===== config.mk =====
export PLATFORM = sky130hd
export DESIGN_NAME = uart_rx
export DESIGN_NICKNAME = d
export VERILOG_FILES = /design/src/rtl/uart_rx.sv
export SDC_FILE = /design/constraint.sdc
export NUM_CORES = 1
export LEC_CHECK = 0
export ABC_CLOCK_PERIOD_IN_PS = 2300
export BUFFER_PORTS_ARGS = -buffer_cell sky130_fd_sc_hd__clkbuf_2
export CAP_MARGIN = 20
export CELL_PAD_IN_SITES_DETAIL_PLACEMENT = 0
export CELL_PAD_IN_SITES_GLOBAL_PLACEMENT = 1
export CORE_MARGIN = 2
export CORE_UTILIZATION = 45
export CTS_CLUSTER_DIAMETER = 100
export DETAILED_ROUTE_END_ITERATION = 8
export HOLD_SLACK_MARGIN = 0.1
export MAX_ROUTING_LAYER = met4
export PLACE_DENSITY = 0.77
export SYNTH_ARGS = -nofsm -noshare
export SYNTH_HDL_FRONTEND = slang
export SYNTH_SLANG_ARGS = --single-unit

===== constraint.sdc =====
create_clock -name sys_clk -period 2.3 [get_ports sys_clk]
set_input_delay 0.575 -clock sys_clk [delete_from_list [all_inputs] [get_ports sys_clk]]
set_output_delay 0.575 -clock sys_clk [all_outputs]
set_load 0.02 [all_outputs]

===== src/rtl/uart_rx.sv =====
// uart_rx: 8N1 UART receiver with 2-FF synchroniser, start-bit qualification and mid-bit sampling.
// Reports each good byte with a one-cycle done strobe and a bad stop bit with a frame-error strobe.
module uart_rx #(
    parameter int SYS_CLK_FRE = 50_000_000,
    parameter int BPS         = 57600
) (
    input  logic       sys_clk,
    input  logic       sys_rst,
    input  logic       uart_rxd,
    output logic [7:0] uart_data,
    output logic       uart_rx_done,
    output logic       uart_frame_err,
    output logic       uart_rx_busy
);
    localparam int BPS_CNT = SYS_CLK_FRE / BPS;
    localparam logic [15:0] HALF = 16'(BPS_CNT / 2 - 1);
    localparam logic [15:0] FULL = 16'(BPS_CNT - 1);

    typedef enum logic [1:0] {IDLE, START, DATA, STOP} state_t;

    state_t      state_q, state_d;
    logic [15:0] clk_cnt_q, clk_cnt_d;
    logic [2:0]  bit_cnt_q, bit_cnt_d;
    logic [7:0]  shift_q, shift_d;
    logic [7:0]  data_q, data_d;
    logic        done_q, done_d;
    logic        err_q, err_d;
    logic        rx_s1_q, rx_s2_q, rx_s3_q;
    logic        fall;

    assign fall           = rx_s3_q & ~rx_s2_q;
    assign uart_data      = data_q;
    assign uart_rx_done   = done_q;
    assign uart_frame_err = err_q;
    assign uart_rx_busy   = state_q != IDLE;

    // Synchroniser presets to idle-high so reset release never looks like a start edge
    always_ff @(posedge sys_clk) begin
        if (sys_rst) begin
            rx_s1_q   <= 1'b1;
            rx_s2_q   <= 1'b1;
            rx_s3_q   <= 1'b1;
            state_q   <= IDLE;
            clk_cnt_q <= '0;
            bit_cnt_q <= '0;
            shift_q   <= '0;
            data_q    <= '0;
            done_q    <= 1'b0;
            err_q     <= 1'b0;
        end else begin
            rx_s1_q   <= uart_rxd;
            rx_s2_q   <= rx_s1_q;
            rx_s3_q   <= rx_s2_q;
            state_q   <= state_d;
            clk_cnt_q <= clk_cnt_d;
            bit_cnt_q <= bit_cnt_d;
            shift_q   <= shift_d;
            data_q    <= data_d;
            done_q    <= done_d;
            err_q     <= err_d;
        end
    end

    always_comb begin
        state_d   = state_q;
        clk_cnt_d = state_q == IDLE ? 16'd0 : clk_cnt_q + 16'd1;
        bit_cnt_d = bit_cnt_q;
        shift_d   = shift_q;
        data_d    = data_q;
        done_d    = 1'b0;
        err_d     = 1'b0;
        unique case (state_q)
            IDLE: if (fall) state_d = START;
            START: if (clk_cnt_q == HALF) begin
                state_d   = rx_s2_q ? IDLE : DATA;
                clk_cnt_d = '0;
                bit_cnt_d = '0;
            end
            DATA: if (clk_cnt_q == FULL) begin
                shift_d   = {rx_s2_q, shift_q[7:1]};
                clk_cnt_d = '0;
                bit_cnt_d = bit_cnt_q + 3'd1;
                if (bit_cnt_q == 3'd7) state_d = STOP;
            end
            STOP: if (clk_cnt_q == FULL) begin
                // Leave at mid-stop-bit so a back-to-back start edge is not missed
                state_d   = IDLE;
                clk_cnt_d = '0;
                data_d    = rx_s2_q ? shift_q : data_q;
                done_d    = rx_s2_q;
                err_d     = ~rx_s2_q;
            end
        endcase
    end
endmodule


==> metrics.csv, run 1 <==
metric;value;unit
result of the run;completed;
Syn Std Cell Area;1840;um^2
Slew Limit Fails;0;
max_cap viols;0;
endpoints failing hold;0;
Worst Path Arrival;2.19;ns
n_diodes;0;
CTS root buf;clkbuf_8;
Req. time, crit path;2.51;ns
PortBufs;13;
drt wl/cell;14.5;um
Post-synth EDFFs;0;
GRT met2 Usage;33.5;%
Nets;224;
Via density;5.80;
post-route cell area;2040;um^2
GRT Util Overall;19.7;%
final setup vio count;0;
CP Class;reg -> reg;
power per cell area;625;nW/um^2
die area;4630;um^2
vias in the first global route;1480;
synth-to-layout area growth;10.4;%
Placed Area;1940;um^2
Netlist cell types;38;
Crit. End Element;register;
core box area;3970;um^2
Mapped Cells;207;
Final Cycle Share;86.3;%
CP Launch Point;clk_cnt_q[0]$_SDFF_PP0_;
Leakage;0.000670;uW
Slew Limit Headroom;62.9;%
Synth Net Count;214;
largest area contributor in the netlist;dfxtp_1;
worst min path class;reg -> reg;
post-CTS sizing;0;
hold path endpoint;rx_s2_q$_SDFF_PP1_;
GP Congestion;0.815;
clock sink count;42;
largest net degree at the start of global routing;31;
Least-Margin Pin Slew;0.557;ns
total power;1270;uW
Routed Wire Length;3880;um
routed vias;1554;
Crit Reg-Reg Endpoint;clk_cnt_q[14]$_SDFF_PP0_;
std cell rows;23;
H-Tree Depth;2;
Area contributors post-synth;dfxtp_1 46%, nand3_1 5.4%, o21ai_0 5.4%;
Starting Density;46.4;%
Synth Flop Type;dfxtp_1;
met1 usage in global routing;22.7;%
Final ANT Viol Nets;0;
VDD IR max;0.264;mV
Worst-Skew Late Latency;0.29;ns
reg-to-reg slack, setup;0.31;ns
Synth top cells by count;42 x dfxtp_1, 20 x nand3_1, 20 x o21ai_0, 17 x a21oi_1, 13 x nor3_1;
CTS Buffer Depth;2;
final std cells w/o fill;268;
dpl cells;260;
Seq/Total Area, Yosys;45.6;%
hold path start;rx_s1_q$_SDFF_PP1_;
Ports;14;
clock tree from TritonCTS;yes;
Synth top area share;45.6;%
setup tns final;0;ns
Post-CTS Setup Bufs;0;
Clk pin slew, worst setup/hold paths;0.08;ns
TritonCTS buffer count;5;
RR Startpoint;clk_cnt_q[0]$_SDFF_PP0_;
Initial DRC Count;132;
share of cells above drive strength 1;17.9;%
antenna violations before repair;0;
clock skew;0.00511;ns
Mean Syn Cell Area;8.91;um^2
Period minus WS final;1.99;ns
die span in x;68.0;um
total grt overflow;0;
Die Span Y;68.0;um
CTS Hold Bufs;0;
Post-DP HPWL;2720;um
count leader, synth;dfxtp_1;
grt met3 use;3.45;%
GRT busiest layer;met2;
asr flop ratio synth;0;%
Seq cells post-synth;42;
First-pass DRT Iterations;4;
Synth Warn #;0;
R2R depth;5;
fmax;504;MHz
RSZ-0062 raised after global routing;false;
Startpoint Class;register;
first-pass GRT wire length;6660;um
DRC violations left;0;
CP max FO;5;
hold depth;1;
metrics by stage:
| stage | hold WS (ns) | util (%) | setup slack (ns) |
|---|---|---|---|
| floorplan | 0.389 | - | 0.521 |
| global placement | 0.394 | 48.9 | 0.384 |
| detailed placement | 0.403 | 48.9 | 0.320 |
| CTS | 0.425 | 51.3 | 0.282 |
| global route | 0.453 | 51.3 | 0.129 |
| finish | 0.420 | 51.3 | 0.314 |
power by group:
group / internal, uW / switching (uW)
registers: 730 / 2.87
clock network: 241 / 254
logic: 11.7 / 32.4
worst max-delay path: stages, from the launching register on:
cell and delay (ns):
dfxtp_1 0.44, ha_1 0.26, and3_2 0.26, nand3_1 0.16, or4_1 0.54, a211oi_1 0.25
worst max-delay path by stage:
stage / endpoint / slack [ns]
after floorplan: clk_cnt_q[14]$_SDFF_PP0_ / 0.52
after global placement: clk_cnt_q[14]$_SDFF_PP0_ / 0.38
after detailed placement: clk_cnt_q[14]$_SDFF_PP0_ / 0.32
after CTS: clk_cnt_q[14]$_SDFF_PP0_ / 0.28
after global routing: clk_cnt_q[6]$_SDFF_PP0_ / 0.13
final: clk_cnt_q[14]$_SDFF_PP0_ / 0.31
metal layers:
layer / vias to the layer above / wire, um
li1: 776 / -
met1: 743 / 1780
met2: 30 / 1920
met3: 5 / 124
met4: 0 / 52
met5: - / 0
sequential cells by signal, summed over array words and instances (netlist names), named ones only:
register / flops
bit_cnt_q: 3
clk_cnt_q: 16
rx_s1_q: 1
rx_s2_q: 1
rx_s3_q: 1
shift_q: 8
state_q: 1
uart_data: 8
uart_frame_err: 1
uart_rx_done: 1
area by class of cell:
type                       instances  area, um^2
clock buffer                       6        82.6
sequential                        42         841
tap                               50        62.6
inverter                           6        22.5
multi-input combinational        144         912
fill                             379        1940
timing repair buffer              18         103
clock inverter                     2        12.5
layout by cell type, fill, tap and decap left out, drive strengths merged, types with 6 or more instances in the layout:
| master | synthesis | final |
|---|---|---|
| o21ai | 20 | 20 |
| nand4 | 7 | 7 |
| a21oi | 17 | 17 |
| inv | 6 | 6 |
| nor3 | 13 | 13 |
| nand3 | 20 | 20 |
| dfxtp | 42 | 42 |
| clkbuf | 9 | 19 |
| nand2 | 9 | 9 |
kinds of logic (layout without fill, tap and decap cells):
group | after synthesis | in the layout | share of synthesized area (%)
AND/OR/NAND/NOR | 81 | 81 | 26.4
AO/OA/AOI/OAI | 49 | 49 | 15.6
flip-flops | 42 | 42 | 45.6
buffers and inverters | 21 | 32 | 4.95
XOR/XNOR | 10 | 10 | 4.75
adder cells (fa/ha/maj) | 4 | 4 | 2.71
No activity file was read; power rests on OpenSTA's default activity.
==> run 2: changes to the inputs <==
- ABC_CLOCK_PERIOD_IN_PS: 2300 -> 1700
- CORE_UTILIZATION: 45 -> 40
- PLACE_DENSITY: 0.77 -> 0.72
- clock period: 2.3 -> 1.7 ns (I/O delays scaled with it)
==> run 2 against run 1 <==
First-iteration DRC count shrank 29%; register-to-register slack got worse by 0.29 ns; cell count is 7.8% higher; clock power grew 29%; total power is 33% higher; flip-flop and latch count is the same; via count is 5.0% higher; clock skew grew 0.0062 ns; largest power group unchanged; combinational power rose by 51%.
==> metrics.csv, run 2 (synthesized netlist as in run 1, its figures left out) <==
metric;value;unit;change
Req. time, crit path;1.87;ns;-0.64 ns
Worst Path Arrival;1.85;ns;-0.34 ns
total grt overflow;0;;unchanged
clock skew;0.0113;ns;+0.00622 ns
result of the run;completed;;
routed vias;1631;;+5.0%
RSZ-0062 raised after global routing;true;;
internal power;1290;uW;+31%
worst min path class;in -> reg;;
drt wl/cell;14.7;um;+1.5%
Starting Density;42.1;%;-4.4 points
worst stage delay on the critical path;0.39;ns;-0.15 ns
CP max-delay cell;dfxtp_4;;
Initial DRC Count;94;;-29%
vias in the first global route;1591;;+7.5%
DRC violations left;0;;unchanged
Slew Limit Headroom;74.0;%;+11 points
VDD IR max;0.513;mV;+95%
Nets;243;;+8.5%
CP bufs+invs;2;;+2
share of cells above drive strength 1;30.4;%;+12 points
Flop pwr share;58.3;%;+0.7 points
H-Tree Depth;2;;unchanged
Clk pin slew, worst setup/hold paths;0.08;ns;about the same
Startpoint Class;register;;
Via density;5.64;;-2.7%
Slew Limit Fails;0;;unchanged
core box area;4380;um^2;+10%
PortBufs;13;;unchanged
First-pass DRT Iterations;4;;unchanged
CP Class;reg -> reg;;
Final Cycle Share;98.6;%;+12 points
TritonCTS buffer count;5;;unchanged
max_cap viols;0;;unchanged
first-pass GRT wire length;7400;um;+11%
Fill cells;419;;+11%
n_diodes;0;;unchanged
CP most frequent cell;buf_4;;
GP Congestion;0.809;;-0.66%
Logic pwr share;3.9;%;+0.4 points
CP Cell Sequence;buf_4 > ha_1 > and3_1 > nand4_1 > a22oi_2 > buf_4 > nor3_1;;
most common cell after layout, fill and taps aside;dfxtp_1;;
sw frac;23.6;%;+0.81 points
largest net degree at the start of global routing;19;;-39%
fmax;597;MHz;+19%
Final ANT Viol Nets;0;;unchanged
clock tree from TritonCTS;yes;;
CP max FO;9;;+4
clock sink count;42;;unchanged
CTS root buf;clkbuf_8;;
synth-to-layout area growth;23.0;%;
Worst-Skew Late Latency;0.30;ns;about the same
die area;5170;um^2;+12%
antenna violations before repair;0;;unchanged
Crit. End Element;register;;
Clock Power Share;37.8;%;-1.1 points
Ports;14;;unchanged
Post-DP HPWL;3090;um;+13%
Least-Margin Pin Slew;0.389;ns;-0.167 ns
die span in x;71.9;um;+5.7%
final setup vio count;0;;unchanged
GRT Util Overall;18.7;%;-1.0 points
Routed Wire Length;4240;um;+9.5%
commonest non-fill, non-tap cells in the layout;33 x dfxtp_1, 22 x buf_4, 20 x o21ai_0, 19 x nand3_1, 17 x a21oi_1;;
endpoints failing hold;0;;unchanged
Sw Pwr;398;uW;+37%
Period minus WS final;1.68;ns;-0.310 ns
delay-heaviest family, CP;simple AND/OR/NAND/NOR gates;;
Most flops, register;clk_cnt_q;;
power per cell area;745;nW/um^2;+19%
std cell rows;24;;+4.3%
Hold Slack;0.305;ns;-0.115 ns
CTS Buffer Depth;2;;unchanged
Die Span Y;71.9;um;+5.7%
max reg flops;16;;unchanged
Leakage;0.000784;uW;+17%
Finished Core Util;51.7;%;+0.48 points
==> run 2: cell types whose count changed in the layout (fill, tap and decap cells not counted), moves of 4 or more <==
cell,change
dfxtp_4,+5
buf_4,+17
dfxtp_2,+4
dfxtp_1,-9
==> run 2: worst reg2reg max path, cell delays in order, from the launching register on <==
cell	delay [ns]
dfxtp_4	0.39
buf_4	0.12
ha_1	0.16
and3_1	0.17
nand4_1	0.18
a22oi_2	0.27
buf_4	0.21
nor3_1	0.06
==> run 2: cell type report <==
class | instances | area, um^2 | area share, %
clock inverters | 2 | 13.8 | 0.607
flip-flops and latches | 42 | 865 | 38.1
well taps | 52 | 65.1 | 2.87
multi-input cells | 144 | 968 | 42.7
clock buffers | 6 | 72.6 | 3.20
inverters | 6 | 22.5 | 0.993
repair buffers | 37 | 262 | 11.5
==> run 2: power groups by stage <==
stage	clock network, uW	registers (uW)	logic [uW]
floorplan	0	1020	42.6
global placement	0	1020	62.2
detailed placement	0	1020	63.1
CTS	658	989	63.1
global route	708	986	74.1
finish	639	984	66.6
==> run 2: routing by layer <==
metal  global-route usage [%]  vias up  part of all wire (%)
met5                        -        -                     0
met4                     6.29        0                   1.6
met3                     4.86        7                   4.8
met2                     30.3       39                    50
met1                     22.7      771                    43
li1                         -      814                     -
==> run 2: worst paths after layout <==
kind                                               from                        to  slack (ns)  cells after the start
worst max-delay path            clk_cnt_q[0]$_SDFF_PP0_  clk_cnt_q[11]$_SDFF_PP0_        0.02                      7
worst min-delay path                           uart_rxd        rx_s1_q$_SDFF_PP1_        0.31                      2
worst max register to register  clk_cnt_q[0]$_SDFF_PP0_  clk_cnt_q[11]$_SDFF_PP0_        0.02                      7
worst min register to register       rx_s1_q$_SDFF_PP1_        rx_s2_q$_SDFF_PP1_        0.41                      1
==> run 2: per-stage QoR <==
| step | instance area (um^2) | setup TNS [ns] | setup slack [ns] | cells | power [uW] |
|---|---|---|---|---|---|
| finish | 2270 | 0 | 0.0245 | 289 | 1690 |
| global route | 2270 | -0.278 | -0.0466 | 289 | 1770 |
| CTS | 2180 | 0 | 0.0137 | 285 | 1710 |
| detailed placement | 2080 | -0.0413 | -0.0407 | 277 | 1080 |
| global placement | 2080 | 0 | 0.0336 | 277 | 1080 |
| floorplan | 1860 | 0 | 0.0162 | 207 | 1060 |
==> run 2: timing repair <==
action,4_1_cts,5_1_grt
hold buffers,0,0
endpoints found under the hold margin,0,0
resized for setup,6,15
pin swaps,1,5
buffers inserted,0,4
setup endpoints to repair,9,36
==> run 3: changes to the inputs <==
- CORE_UTILIZATION: 40 -> 35
- PLACE_DENSITY: 0.72 -> 0.65
==> run 3 against run 2 <==
Clock skew shrank 0.0013 ns; combinational power grew 20%; design area grew 4.1%; non-clock buffer count grew 2; fmax grew 1.4%; global-route usage shrank 3.0 points; critical path type unchanged; worst hold slack lost 0.0012 ns.
==> metrics.csv, run 3 (synthesized netlist as in run 1, its figures left out) <==
metric;value;unit;change
commonest non-fill, non-tap cells in the layout;31 x dfxtp_1, 22 x buf_4, 19 x nand3_1, 18 x o21ai_0, 17 x a21oi_1;;
total grt overflow;0;;unchanged
synth-to-layout area growth;28.1;%;
result of the run;completed;;
Slew Limit Headroom;73.6;%;-0.47 points
die area;5870;um^2;+13%
std cell rows;26;;+8.3%
Fill cells;503;;+20%
FF+latch area;862;um^2;-0.29%
first-pass GRT wire length;7200;um;-2.7%
Finished Core Util;46.3;%;-5.5 points
clock sink count;42;;unchanged
drt wl/cell;13.7;um;-6.4%
Worst Path Arrival;1.87;ns;+0.02 ns
Crit. End Element;register;;
power per cell area;789;nW/um^2;+5.9%
worst min path class;in -> reg;;
Most flops, register;clk_cnt_q;;
VDD IR max;0.380;mV;-26%
CTS Hold Bufs;0;;unchanged
fmax;605;MHz;+1.4%
clock tree from TritonCTS;yes;;
Post-DP HPWL;2950;um;-4.5%
First-pass DRT Iterations;5;;+1
share of cells above drive strength 1;32.2;%;+1.8 points
routed vias;1602;;-1.8%
Leakage;0.000825;uW;+5.3%
CTS Buffer Depth;2;;unchanged
clock skew;0.0101;ns;-0.00126 ns
Clk pin slew, worst setup/hold paths;0.08;ns;about the same
GP Congestion;0.816;;+0.78%
uppermost layer routed;met4;;
CP Class;reg -> reg;;
Ports;14;;unchanged
core box area;5110;um^2;+16%
Starting Density;36.1;%;-6.0 points
Initial DRC Count;92;;-2.1%
Worst-Skew Late Latency;0.30;ns;about the same
H-Tree Depth;2;;unchanged
multi-input logic area;971;um^2;+0.26%
Period minus WS final;1.65;ns;-0.0233 ns
wire length on met3;115;um;-44%
Placed Area;2130;um^2;+2.4%
CP max FO;5;;-4
Slew Limit Fails;0;;unchanged
max reg flops;16;;unchanged
PortBufs;13;;unchanged
final setup vio count;0;;unchanged
Req. time, crit path;1.92;ns;+0.05 ns
CTS root buf;clkbuf_8;;
n_diodes;0;;unchanged
Final ANT Viol Nets;0;;unchanged
Startpoint Class;register;;
largest net degree at the start of global routing;26;;+7
Final Cycle Share;97.2;%;-1.4 points
Least-Margin Pin Slew;0.393;ns;+0.00392 ns
max_cap viols;0;;unchanged
antenna violations before repair;0;;unchanged
Nets;245;;+0.82%
Via density;5.18;;-8.1%
TritonCTS buffer count;5;;unchanged
met2 routed wirelength;2120;um;-0.84%
Die Span Y;76.6;um;+6.5%
most common cell after layout, fill and taps aside;dfxtp_1;;
Routed Wire Length;4250;um;about the same
post-route cell area;2360;um^2;+4.1%
GRT Util Overall;15.7;%;-3.0 points
die span in x;76.6;um;+6.5%
vias in the first global route;1513;;-4.9%
DRC violations left;0;;unchanged
endpoints failing hold;0;;unchanged
RSZ-0062 raised after global routing;true;;
M1 WL;1960;um;+6.8%
run 3: path summary, 6_finish.rpt:
path | slack (ns) | to | cells after the start | startpoint
max | 0.05 | clk_cnt_q[15]$_SDFF_PP0_ | 4 | clk_cnt_q[2]$_SDFF_PP0_
min | 0.30 | rx_s1_q$_SDFF_PP1_ | 2 | uart_rxd
max reg2reg | 0.05 | clk_cnt_q[15]$_SDFF_PP0_ | 4 | clk_cnt_q[2]$_SDFF_PP0_
min reg2reg | 0.42 | rx_s2_q$_SDFF_PP1_ | 1 | rx_s1_q$_SDFF_PP1_
run 3: metal layers:
layer | vias to the layer above | global-route usage, %
li1 | 819 | -
met1 | 756 | 19.0
met2 | 22 | 25.2
met3 | 5 | 4.03
met4 | 0 | 5.82
met5 | - | -
run 3: layout make-up:
| type | instances | area share (%) |
|---|---|---|
| multi-input combinational | 144 | 41.1 |
| timing repair buffer | 39 | 13.0 |
| tap | 70 | 3.71 |
| inverter | 6 | 0.953 |
| clock buffer | 5 | 2.91 |
| sequential | 42 | 36.5 |
| clock inverter | 3 | 1.85 |
run 3: repair_timing:
action | 4_1_cts | 5_1_grt
pin swaps | 0 | 4
cloned | 0 | 1
buffers inserted | 0 | 3
gates resized for setup | 2 | 21
endpoints found under the setup margin | 2 | 36
run 3: metrics by stage:
stage / total power, uW / std cells / hold WS (ns) / TNS (ns) / setup slack, ns
2_1_floorplan: 1060 / 207 / 0.389 / 0 / 0.0162
3_3_place_gp: 1080 / 297 / 0.396 / 0 / 0.0602
3_5_place_dp: 1080 / 297 / 0.396 / 0 / 0.0167
4_1_cts: 1890 / 305 / 0.292 / 0 / 0.00334
5_1_grt: 1940 / 309 / 0.297 / -0.0159 / -0.00532
6_report: 1860 / 309 / 0.304 / 0 / 0.0478
run 3: worst max-delay path, cell delays in order (launching register included):
cell	delay, ns
dfxtp_2	0.40
nand4_4	0.12
or3_4	0.37
or4_4	0.49
a211oi_2	0.21
run 3: report_power, final:
| group | total [uW] | leakage (uW) | internal, uW | switching, uW |
|---|---|---|---|---|
| Sequential | 988 | 0.000345 | 983 | 4.64 |
| Combinational | 79.8 | 0.000421 | 31.0 | 48.9 |
| Clock | 796 | 0.0000585 | 440 | 356 |
| Total | 1860 | 0.000825 | 1450 | 410 |
